===== config.mk =====
export PLATFORM = sky130hd
export DESIGN_NAME = frame_stream_reader_flat
export DESIGN_NICKNAME = d
export VERILOG_FILES = /design/src/rtl/frame_stream_reader_if.sv /design/src/rtl/frame_stream_reader.sv /design/src/flat_wrapper.sv
export SDC_FILE = /design/constraint.sdc
export NUM_CORES = 1
export LEC_CHECK = 0
export BUFFER_PORTS_ARGS = -buffer_cell sky130_fd_sc_hd__buf_2
export CORE_UTILIZATION = 50
export CTS_BUF_LIST = sky130_fd_sc_hd__clkbuf_4 sky130_fd_sc_hd__clkbuf_8
export CTS_CLUSTER_DIAMETER = 30
export CTS_CLUSTER_SIZE = 20
export DETAILED_ROUTE_END_ITERATION = 10
export PLACE_DENSITY = 0.74
export SYNTH_ARGS = -nofsm -noshare
export SYNTH_HDL_FRONTEND = slang
export SYNTH_SLANG_ARGS = --single-unit

===== constraint.sdc =====
create_clock -name clock -period 3.5 [get_ports clock]
set_clock_uncertainty 0.2 [all_clocks]
set_input_delay 0.525 -clock clock [delete_from_list [all_inputs] [get_ports clock]]
set_output_delay 0.525 -clock clock [all_outputs]
set_load 0.02 [all_outputs]

===== src/rtl/frame_stream_reader_if.sv =====
// Frame RAM read port plus tagged pixel stream (sof/eol/eof) for the raster reader.
// Latency: none; this file holds wires only.
// Backpressure: pixel_ready from the sink stalls the stream; the RAM port has no backpressure.
//
// Ports (master = reader side, slave = RAM and downstream side):
//   mem_rd_en, mem_addr   reader -> RAM   read strobe and address
//   mem_rd_data           RAM -> reader   data one cycle after mem_rd_en
//   pixel_out, pixel_valid, sof, eol, eof   reader -> sink
//   pixel_ready           sink -> reader
interface frame_stream_reader_if #(
  parameter int WORD_SIZE = 24,
  parameter int ADDR_W    = 18
);
  logic                 mem_rd_en;
  logic [ADDR_W-1:0]    mem_addr;
  logic [WORD_SIZE-1:0] mem_rd_data;
  logic [WORD_SIZE-1:0] pixel_out;
  logic                 pixel_valid;
  logic                 pixel_ready;
  logic                 sof;
  logic                 eol;
  logic                 eof;

  modport master (
    output mem_rd_en, mem_addr,
    input  mem_rd_data,
    output pixel_out, pixel_valid, sof, eol, eof,
    input  pixel_ready
  );

  modport slave (
    input  mem_rd_en, mem_addr,
    output mem_rd_data,
    input  pixel_out, pixel_valid, sof, eol, eof,
    output pixel_ready
  );
endinterface


===== src/rtl/frame_stream_reader.sv =====
// Raster-scan frame reader: streams a stored frame row-major, one pixel per cycle, with sof/eol/eof tags.
// Latency: start sampled at edge 0 -> read addr 0 after edge 0 -> pixel_valid after edge 2.
// Backpressure: 2-entry skid FIFO; reads stop while FIFO + in-flight would exceed 2, resume on a pop.
//
// Ports: clock, reset (sync, active-high), start (pulse), busy, done (pulse),
//        bus (frame_stream_reader_if.master: RAM read port + pixel stream).
// Optional feature: define FLUSH_PAD_EN to append ROW_SIZE+2 zero pixels (tags 0) after the frame,
// pushing the final rows through the downstream 3x3 window before done.

// Small generic FIFO: registered storage, head is visible combinationally while not empty.
// Latency: data pushed at an edge is at the head after that edge when the FIFO was empty.
// Backpressure: push is dropped when full unless a pop frees the slot in the same cycle.
module frame_stream_fifo #(
  parameter int WIDTH = 8,
  parameter int DEPTH = 2
) (
  input  logic                         clock,
  input  logic                         reset,
  input  logic                         push,
  input  logic [WIDTH-1:0]             push_dat,
  input  logic                         pop,
  output logic [WIDTH-1:0]             head_dat,
  output logic                         empty,
  output logic [$clog2(DEPTH+1)-1:0]   count
);
  localparam int PW = (DEPTH > 1) ? $clog2(DEPTH) : 1;
  localparam int CW = $clog2(DEPTH + 1);

  logic [WIDTH-1:0] mem_q [DEPTH];
  logic [WIDTH-1:0] mem_d [DEPTH];
  logic [PW-1:0]    wr_ptr_q, wr_ptr_d;
  logic [PW-1:0]    rd_ptr_q, rd_ptr_d;
  logic [CW-1:0]    count_q, count_d;
  logic             full, do_push, do_pop;

  assign empty    = (count_q == '0);
  assign full     = (count_q == CW'(DEPTH));
  assign count    = count_q;
  assign head_dat = mem_q[rd_ptr_q];
  assign do_pop   = pop && !empty;
  assign do_push  = push && (!full || do_pop);

  always_comb begin
    mem_d    = mem_q;
    wr_ptr_d = wr_ptr_q;
    rd_ptr_d = rd_ptr_q;
    if (do_push) begin
      mem_d[wr_ptr_q] = push_dat;
      wr_ptr_d = (wr_ptr_q == PW'(DEPTH - 1)) ? '0 : wr_ptr_q + PW'(1);
    end
    if (do_pop) begin
      rd_ptr_d = (rd_ptr_q == PW'(DEPTH - 1)) ? '0 : rd_ptr_q + PW'(1);
    end
    count_d = count_q + CW'(do_push) - CW'(do_pop);
  end

  always_ff @(posedge clock) begin
    if (reset) begin
      for (int i = 0; i < DEPTH; i++) mem_q[i] <= '0;
      wr_ptr_q <= '0;
      rd_ptr_q <= '0;
      count_q  <= '0;
    end else begin
      mem_q    <= mem_d;
      wr_ptr_q <= wr_ptr_d;
      rd_ptr_q <= rd_ptr_d;
      count_q  <= count_d;
    end
  end
endmodule

module frame_stream_reader #(
  parameter int WORD_SIZE = 24,
  parameter int ROW_SIZE  = 512,
  parameter int NUM_ROWS  = 512,
  parameter int ADDR_W    = $clog2(ROW_SIZE * NUM_ROWS)
) (
  input  logic                   clock,
  input  logic                   reset,
  input  logic                   start,
  output logic                   busy,
  output logic                   done,
  frame_stream_reader_if.master  bus
);
  localparam int COL_W = (ROW_SIZE > 1) ? $clog2(ROW_SIZE) : 1;
  localparam int ROW_W = (NUM_ROWS > 1) ? $clog2(NUM_ROWS) : 1;
  localparam logic [COL_W-1:0]  LAST_COL   = COL_W'(ROW_SIZE - 1);
  localparam logic [ROW_W-1:0]  LAST_ROW   = ROW_W'(NUM_ROWS - 1);
  localparam logic [ADDR_W-1:0] ROW_STRIDE = ADDR_W'(ROW_SIZE);

  typedef struct packed {
    logic sof;
    logic eol;
    logic eof;
  } tags_t;

  typedef struct packed {
    tags_t                tags;
    logic [WORD_SIZE-1:0] dat;
  } pix_t;

  typedef enum logic [2:0] {
    S_IDLE,
    S_READ,
    S_DRAIN,
`ifdef FLUSH_PAD_EN
    S_FLUSH,
`endif
    S_DONE
  } state_t;

  state_t           state_q, state_d;
  logic [ROW_W-1:0] row_q, row_d;
  logic [COL_W-1:0] col_q, col_d;
  logic             inflight_q, inflight_d;        // a read was issued last cycle
  tags_t            inflight_tags_q, inflight_tags_d;

`ifdef FLUSH_PAD_EN
  localparam int PAD_W = $clog2(ROW_SIZE + 2);
  localparam logic [PAD_W-1:0] PAD_LAST = PAD_W'(ROW_SIZE + 1);
  logic [PAD_W-1:0] pad_cnt_q, pad_cnt_d;
`endif

  pix_t       fifo_head, fifo_push_dat;
  logic       fifo_empty, fifo_pop;
  logic [1:0] fifo_count;
  logic [2:0] occ_after_pop;
  logic       rd_issue, last_addr, drain_clear;
  tags_t      issue_tags;

  assign fifo_push_dat = '{tags: inflight_tags_q, dat: bus.mem_rd_data};

  frame_stream_fifo #(
    .WIDTH ($bits(pix_t)),
    .DEPTH (2)
  ) u_skid (
    .clock    (clock),
    .reset    (reset),
    .push     (inflight_q),
    .push_dat (fifo_push_dat),
    .pop      (fifo_pop),
    .head_dat (fifo_head),
    .empty    (fifo_empty),
    .count    (fifo_count)
  );

  assign last_addr      = (row_q == LAST_ROW) && (col_q == LAST_COL);
  assign issue_tags.sof = (row_q == '0) && (col_q == '0);
  assign issue_tags.eol = (col_q == LAST_COL);
  assign issue_tags.eof = last_addr;

  // The slot freed by this cycle's pop counts as available, so a steady ready=1 stream
  // keeps one read per cycle with no bubbles while never exceeding two entries.
  assign occ_after_pop = 3'(fifo_count) + 3'(inflight_q) - 3'(fifo_pop);
  assign rd_issue      = (state_q == S_READ) && (occ_after_pop < 3'd2);

  // Leave DRAIN once the FIFO goes empty at this edge and nothing is still returning.
  assign drain_clear = !inflight_q &&
                       ((fifo_count == 2'd0) || ((fifo_count == 2'd1) && fifo_pop));

  assign bus.mem_rd_en = rd_issue;
  assign bus.mem_addr  = ADDR_W'(row_q) * ROW_STRIDE + ADDR_W'(col_q);
  assign busy          = (state_q != S_IDLE);
  assign done          = (state_q == S_DONE);

  always_comb begin
    bus.pixel_valid = !fifo_empty;
    bus.pixel_out   = fifo_head.dat;
    bus.sof         = fifo_head.tags.sof;
    bus.eol         = fifo_head.tags.eol;
    bus.eof         = fifo_head.tags.eof;
    fifo_pop        = !fifo_empty && bus.pixel_ready;
`ifdef FLUSH_PAD_EN
    if (state_q == S_FLUSH) begin
      bus.pixel_valid = 1'b1;
      bus.pixel_out   = '0;
      bus.sof         = 1'b0;
      bus.eol         = 1'b0;
      bus.eof         = 1'b0;
    end
`endif
  end

  always_comb begin
    state_d         = state_q;
    row_d           = row_q;
    col_d           = col_q;
    inflight_d      = rd_issue;
    inflight_tags_d = issue_tags;
`ifdef FLUSH_PAD_EN
    pad_cnt_d       = pad_cnt_q;
`endif
    case (state_q)
      S_IDLE: begin
        if (start) begin
          state_d = S_READ;
          row_d   = '0;
          col_d   = '0;
        end
      end
      S_READ: begin
        if (rd_issue) begin
          if (last_addr) begin
            state_d = S_DRAIN;
            row_d   = '0;
            col_d   = '0;
          end else if (col_q == LAST_COL) begin
            col_d = '0;
            row_d = row_q + ROW_W'(1);
          end else begin
            col_d = col_q + COL_W'(1);
          end
        end
      end
      S_DRAIN: begin
        if (drain_clear) begin
`ifdef FLUSH_PAD_EN
          state_d   = S_FLUSH;
          pad_cnt_d = '0;
`else
          state_d   = S_DONE;
`endif
        end
      end
`ifdef FLUSH_PAD_EN
      S_FLUSH: begin
        if (bus.pixel_ready) begin
          if (pad_cnt_q == PAD_LAST) state_d = S_DONE;
          else                       pad_cnt_d = pad_cnt_q + PAD_W'(1);
        end
      end
`endif
      S_DONE:  state_d = S_IDLE;
      default: state_d = S_IDLE;
    endcase
  end

  always_ff @(posedge clock) begin
    if (reset) begin
      state_q         <= S_IDLE;
      row_q           <= '0;
      col_q           <= '0;
      inflight_q      <= 1'b0;
      inflight_tags_q <= '0;
`ifdef FLUSH_PAD_EN
      pad_cnt_q       <= '0;
`endif
    end else begin
      state_q         <= state_d;
      row_q           <= row_d;
      col_q           <= col_d;
      inflight_q      <= inflight_d;
      inflight_tags_q <= inflight_tags_d;
`ifdef FLUSH_PAD_EN
      pad_cnt_q       <= pad_cnt_d;
`endif
    end
  end
endmodule


===== src/flat_wrapper.sv =====
// flat-port wrapper written by rule: the top's interface ports become plain ports
module frame_stream_reader_flat 
#(
  parameter int WORD_SIZE = 24,
  parameter int ROW_SIZE  = 512,
  parameter int NUM_ROWS  = 512,
  parameter int ADDR_W    = $clog2(ROW_SIZE * NUM_ROWS)
)
  (clock, reset, start, busy, done, bus_mem_rd_en, bus_mem_addr, bus_mem_rd_data, bus_pixel_out, bus_pixel_valid, bus_sof, bus_eol, bus_eof, bus_pixel_ready);
  frame_stream_reader_if #(.WORD_SIZE(WORD_SIZE), .ADDR_W(ADDR_W)) bus_i ();
  input  logic clock;
  input  logic reset;
  input  logic start;
  output logic busy;
  output logic done;
  output wire logic [$bits(bus_i.mem_rd_en)-1:0] bus_mem_rd_en;
  output wire logic [$bits(bus_i.mem_addr)-1:0] bus_mem_addr;
  input wire logic [$bits(bus_i.mem_rd_data)-1:0] bus_mem_rd_data;
  output wire logic [$bits(bus_i.pixel_out)-1:0] bus_pixel_out;
  output wire logic [$bits(bus_i.pixel_valid)-1:0] bus_pixel_valid;
  output wire logic [$bits(bus_i.sof)-1:0] bus_sof;
  output wire logic [$bits(bus_i.eol)-1:0] bus_eol;
  output wire logic [$bits(bus_i.eof)-1:0] bus_eof;
  input wire logic [$bits(bus_i.pixel_ready)-1:0] bus_pixel_ready;
  assign bus_mem_rd_en = bus_i.mem_rd_en;
  assign bus_mem_addr = bus_i.mem_addr;
  assign bus_i.mem_rd_data = bus_mem_rd_data;
  assign bus_pixel_out = bus_i.pixel_out;
  assign bus_pixel_valid = bus_i.pixel_valid;
  assign bus_sof = bus_i.sof;
  assign bus_eol = bus_i.eol;
  assign bus_eof = bus_i.eof;
  assign bus_i.pixel_ready = bus_pixel_ready;
  frame_stream_reader #(.WORD_SIZE(WORD_SIZE), .ROW_SIZE(ROW_SIZE), .NUM_ROWS(NUM_ROWS), .ADDR_W(ADDR_W)) u_core (.clock(clock), .reset(reset), .start(start), .busy(busy), .done(done), .bus(bus_i));
endmodule

==> results of run 1 <==
==> cell families after synthesis <==
| group | after synthesis | synth area share |
|---|---|---|
| flops | 82 | 0.426 |
| buf+inv | 38 | 0.0487 |
| mux | 56 | 0.156 |
| fa+ha+maj | 15 | 0.0507 |
| xor+xnor | 6 | 0.0185 |
| compound gates | 76 | 0.118 |
| simple gates | 149 | 0.182 |
==> state kept, by name (all words and copies together) (netlist names) <==
register and cells:
u_core.col_q 9, u_core.fifo_push_dat 3, u_core.inflight_q 1, u_core.row_q 9
u_core.state_q 2, u_core.u_skid.count 2, u_core.u_skid.mem_q 54, u_core.u_skid.rd_ptr_q 1
u_core.u_skid.wr_ptr_q 1
==> placed cells by master, fill, tap and decap left out, types with 6 or more instances in the layout <==
cell / netlist / routed
or4_1: 10 / 10
dfxtp_1: 82 / 82
nor2_1: 36 / 36
mux2_2: 27 / 27
o21ai_0: 8 / 8
clkbuf_8: 0 / 9
ha_1: 14 / 14
mux2i_1: 28 / 28
inv_1: 17 / 17
buf_2: 6 / 76
nand2_1: 65 / 65
o31ai_1: 11 / 11
nand3_1: 10 / 9
buf_4: 0 / 6
a21oi_1: 47 / 47
==> through the flow <==
stage               total power [mW]  cell area [sq um]  setup WS, ns  cells
floorplan                       1.93               3850         0.331    422
global placement                2.18               4300         0.416    583
detailed placement              2.21               4300         0.352    583
CTS                             3.09               4560         0.167    598
global route                    3.25               4560        0.0259    598
finish                          3.07               4560         0.223    598
==> per-layer routing <==
metal,wire length (um),vias up,track usage
met1,3730,1482,0.256
met4,148,0,0.0656
met5,0,-,0
met2,4050,80,0.368
met3,327,14,0.0508
li1,-,1613,-
==> report_power, final <==
group | switching, mW | leakage [nW] | internal [mW]
clock network | 0.321 | 0.126 | 0.550
registers | 0.0983 | 0.663 | 1.03
logic | 0.647 | 1.29 | 0.424
total | 1.07 | 2.08 | 2.00
==> worst max-delay path, cell delays in order, from the launching register on <==
cell and delay [ns]:
dfxtp_1 0.34, or2_2 0.29, and2_1 0.20, ha_1 0.28, nor2b_1 0.05, fa_1 0.49, xnor2_1 0.19, nor3_1 0.17
buf_2 0.20
==> layout make-up <==
type | instances | area share
sequential | 82 | 0.360
multi-input combinational | 302 | 0.445
timing repair buffer | 83 | 0.0976
tap | 99 | 0.0272
clock inverter | 5 | 0.0280
inverter | 17 | 0.0140
clock buffer | 10 | 0.0288
==> how the worst max path moves through the flow <==
stage | endpoint
after floorplan | bus_mem_rd_en
after global placement | u_core.col_q[5]
after detailed placement | u_core.col_q[6]
after CTS | bus_mem_rd_en
after global routing | bus_mem_rd_en
final | bus_mem_rd_en
==> reports/metrics.yaml, run 1 <==
worst_setup_path:
  crit_fanout: 5
  arrival_ns: 2.55
  r2r-start: "u_core.u_skid.count[0]"
  startpoint: "u_core.u_skid.count[0]"
  r2r_end: "u_core.col_q[5]"
  crit_type: "flop to primary output"
  end_kind: "primary output"
  cp_data_required_time_ns: 2.77
  crit_path_start_kind: "flop"
  ff2ff_path_depth: 9
  r2r_slack_ns: 0.34
timing:
  setup_viol: 0
  fmax_mhz: 305
  whs_ns: 0.227
  setup_tns_ns: 0
  rsz0062_at_grt: "no"
  slew_violations: 0
  finalHoldViolations: 0
  worst_slew_pin_slew_ns: 0.932
  period_minus_slack_ns: 3.28
  layout_worst_path_cycle_share: 0.936
  max_slew_margin: 0.378
worst_hold_path:
  worst_hold_path.num_cells: 3
  hold_path.class: "input pin to flop"
  worstHoldEndpoint: "u_core.u_skid.mem_q[11]"
  worstHoldStart: "bus_mem_rd_data[11]"
power:
  peakVddDrop_uv: 458
  cellPowerDensity_mw_per_mm2: 672
  p_leak_nw: 2.08
synth:
  syn-instance-count: 422
  syn-num-nets: 465
  netlist.area_leader.share: 0.426
  ys_warn_count: 0
  synthTopCellsByArea: "dfxtp_1, mux2_2, mux2i_1"
  synth_edf_count: 0
  yosysSeqAreaShare: 0.426
  synthDistinctLibCells: 44
  yosys_most_used_dff: "dfxtp_1"
  synth_top_cell_by_area: "dfxtp_1"
  synth_area_sq_mm: 0.00385
  ys_async_sr_fraction: 0
  synth_seq_cells: 82
  syn_avg_cell_area_sq_um: 9.13
  synth_commonest_cells: "dfxtp_1, nand2_1, a21oi_1, nor2_1, mux2i_1"
  synth_most_common_cell: "dfxtp_1"
place:
  io_buffers: 76
  gp_congestion: 0.796
  hpwl_um: 5600
routing:
  routed_wl_um: 8250
  drtPass1Iterations: 4
  drt_iter0_markers: 84
  detail_route.wl_per_cell_um: 13.8
  drtAntennaViolNets: 0
  num_vias: 3189
  viasPerCell: 5.33
  drc: 0
clocking:
  numCtsBuffers: 9
  clock-sinks: 82
  cts_setup_buffers: 0
  cts_buffer_depth: 2
  path_clk_slew_ns: 0.08
  cts-hold-fix-buffers: 0
  worstSkewPairLatency_ns: 0.34
  cts_tree: "built"
  root_buffer: "clkbuf_8"
  cts_htree_levels: 3
  ctsResizeCount: 0
finish:
  final_core_util: 0.622
  area_growth_pct: 18.4
  nFillCells: 637
  seqCellArea_sq_mm: 0.00164
  drive_gt1_frac: 0.273
  multi_input_area_sq_mm: 0.00203
  nets: 538
  antennaDiodeCount: 0
floorplan:
  die_x_um: 89.8
  fp.dieH_um: 89.8
  coreArea_sq_mm: 0.00733
  num_rows: 31
  floorplan.initialDensity: 0.526
  io_pins: 77
  dieArea_sq_mm: 0.00806
global_routing:
  grt_use_total: 0.211
  grt_pass1_vias: 3067
  grt_max_degree: 46
  gr-total-overflow: 0
  grt_pass1_wl_um: 14000
  antenna_found_initial: 0
run:
  drv_cap: 0
outcome:
  status: "complete, no violations"
Note: power is estimated with default switching activity, not from simulation.
==> inputs of run 2 (changes only) <==
==> constraint.sdc (replaced) <==
create_clock -name clock -period 3.3 [get_ports clock]
set_clock_uncertainty 0.2 [all_clocks]
set_input_delay 0.495 -clock clock [delete_from_list [all_inputs] [get_ports clock]]
set_output_delay 0.495 -clock clock [all_outputs]
set_load 0.02 [all_outputs]
==> run 2 against run 1 <==
Net effect:
- via count shrank 0.22%
- critical path depth stayed put
- cell area down 1.5%
- utilization is 0.94 points lower
- first-iteration DRC count is 25% higher
- global-route usage shrank 0.30 points
- sequential power is 5% higher
- register-to-register slack worse by 0.08 ns
- non-clock buffer count stayed put
- total power decreased by 1.8%
- final cell count is 0.17% higher
- flip-flop and latch count is the same
==> reports/metrics.yaml, run 2 (synthesis gave the netlist of run 1 again) <==
routing:
  num_vias: 3182
  viasPerCell: 5.31
  drtPass1Iterations: 4
  routed_wl_um: 8260
  wl_met3_um: 326
  wl_met1_um: 3840
  detail_route.wl_per_cell_um: 13.8
  highest_layer: "met4"
  drt_iter0_markers: 105
  drc: 0
  drtAntennaViolNets: 0
  wl_met2_um: 4040
power:
  peakVddDrop_uv: 336
  p_leak_nw: 2.03
  switching_share: 0.390
  finalPower_mw: 3.01
  seq_power_share: 0.395
  intPower_mw: 1.84
  cellPowerDensity_mw_per_mm2: 670
  p_comb_frac: 0.387
  p_sw_mw: 1.18
  p_clk_frac: 0.218
finish:
  final_common_cell: "dfxtp_1"
  drive_gt1_frac: 0.280
  area_growth_pct: 16.6
  nets: 538
  reg_top3: "u_core.u_skid.mem_q x54, u_core.col_q x9, u_core.row_q x9"
  largest-register: "u_core.u_skid.mem_q"
  largest_reg_flops: 54
  nFillCells: 639
  final_cell_mix: "dfxtp_1, buf_2, nand2_1"
  antennaDiodeCount: 0
worst_setup_path:
  ff2ff_path_depth: 9
  r2r-start: "u_core.u_skid.count[0]"
  crit_fanout: 5
  arrival_ns: 2.47
  crit_type: "flop to primary output"
  cp_data_required_time_ns: 2.60
  crit_path_start_kind: "flop"
  startpoint: "u_core.u_skid.count[0]"
  end_kind: "primary output"
floorplan:
  coreArea_sq_mm: 0.00733
  io_pins: 77
  fp.dieH_um: 89.8
  floorplan.initialDensity: 0.526
  die_x_um: 89.8
  num_rows: 31
  dieArea_sq_mm: 0.00806
global_routing:
  antenna_found_initial: 0
  grt_pass1_vias: 3062
  gr-total-overflow: 0
  grt_pass1_wl_um: 13900
  grt_use_total: 0.208
  grt_max_degree: 47
place:
  io_buffers: 76
  gp_congestion: 0.788
  hpwl_um: 5690
timing:
  period_minus_slack_ns: 3.16
  rsz0062_at_grt: "no"
  worst_slew_pin_slew_ns: 1.17
  max_slew_margin: 0.222
  slew_violations: 0
  setup_viol: 0
  setup_tns_ns: 0
  fmax_mhz: 316
  finalHoldViolations: 0
  layout_worst_path_cycle_share: 0.959
worst_hold_path:
  worstHoldStart: "bus_mem_rd_data[13]"
  worst_hold_path.num_cells: 3
  hold_path.class: "input pin to flop"
clocking:
  numCtsBuffers: 9
  worstSkewPairLatency_ns: 0.34
  path_clk_slew_ns: 0.09
  cts_setup_buffers: 0
  cts_buffer_depth: 2
  clock-sinks: 82
  root_buffer: "clkbuf_8"
  cts_htree_levels: 3
  cts_tree: "built"
run:
  drv_cap: 0
outcome:
  status: "complete, no violations"
run 2: changes by cell type in the layout (fill, tap and decap cells not counted):
cell | previous run | this run
nor2b_1 | 4 | 3
clkinv_4 | 0 | 1
bufinv_16 | 4 | 0
inv_6 | 0 | 2
buf_4 | 6 | 7
buf_2 | 76 | 75
clkbuf_4 | 1 | 0
fa_2 | 0 | 1
clkinv_2 | 0 | 1
clkinvlp_4 | 1 | 3
nor3_1 | 2 | 1
fa_1 | 1 | 0
nor3_2 | 0 | 1
nor2b_2 | 0 | 1
run 2: critical path, stage by stage, from the launching register on:
cell and delay [ns]:
dfxtp_1 0.35, or2_2 0.28, and2_1 0.20, ha_1 0.30
nor2b_2 0.05, fa_2 0.44, xnor2_1 0.29, nor3_2 0.07
buf_4 0.16
run 2: what timing repair did:
item                       4_1_cts  5_1_grt
gates resized for setup          0        4
hold endpoints to repair         0        0
setup endpoints to repair        0        1
hold buffers                     0        0
run 2: layout make-up:
| type | count | area, sq um | area share |
|---|---|---|---|
| clock buffers | 9 | 124 | 0.0276 |
| well taps | 99 | 124 | 0.0276 |
| flip-flops and latches | 82 | 1640 | 0.365 |
| clock inverters | 7 | 53.8 | 0.0120 |
| repair buffers | 83 | 448 | 0.0997 |
| multi-input cells | 302 | 2040 | 0.454 |
| inverters | 17 | 63.8 | 0.0142 |
run 2: path summary, 6_finish.rpt:
kind / to / slack, ns
setup reg to reg: u_core.row_q[1] / 0.26
setup / recovery: bus_mem_rd_en / 0.14
hold / removal: u_core.u_skid.mem_q[40] / 0.19
hold reg to reg: u_core.u_skid.mem_q[45] / 0.26
run 2: layer usage:
metal	vias to the layer above	track usage
met3	7	0.0465
met5	-	0
met4	0	0.0492
met2	68	0.366
li1	1610	-
met1	1497	0.258
run 2: power groups by stage:
| stage | combinational (mW) | clock, mW | sequential, mW |
|---|---|---|---|
| 3_5_place_dp | 1.14 | 0 | 1.21 |
| 4_1_cts | 1.15 | 0.668 | 1.19 |
| 5_1_grt | 1.28 | 0.729 | 1.21 |
| 3_3_place_gp | 1.12 | 0 | 1.21 |
| 6_report | 1.16 | 0.656 | 1.19 |
| 2_1_floorplan | 0.870 | 0 | 1.18 |
run 2: through the flow:
| step | setup WS, ns | cell area, sq um | hold WS, ns | cells | util |
|---|---|---|---|---|---|
| finish | 0.137 | 4490 | 0.192 | 599 | 0.613 |
| global route | 0.0188 | 4490 | 0.169 | 599 | 0.613 |
| CTS | 0.0189 | 4480 | 0.184 | 599 | 0.611 |
| detailed placement | 0.207 | 4300 | 0.245 | 583 | 0.587 |
| global placement | 0.294 | 4300 | 0.238 | 583 | 0.587 |
| floorplan | 0.161 | 3850 | 0.231 | 422 | - |
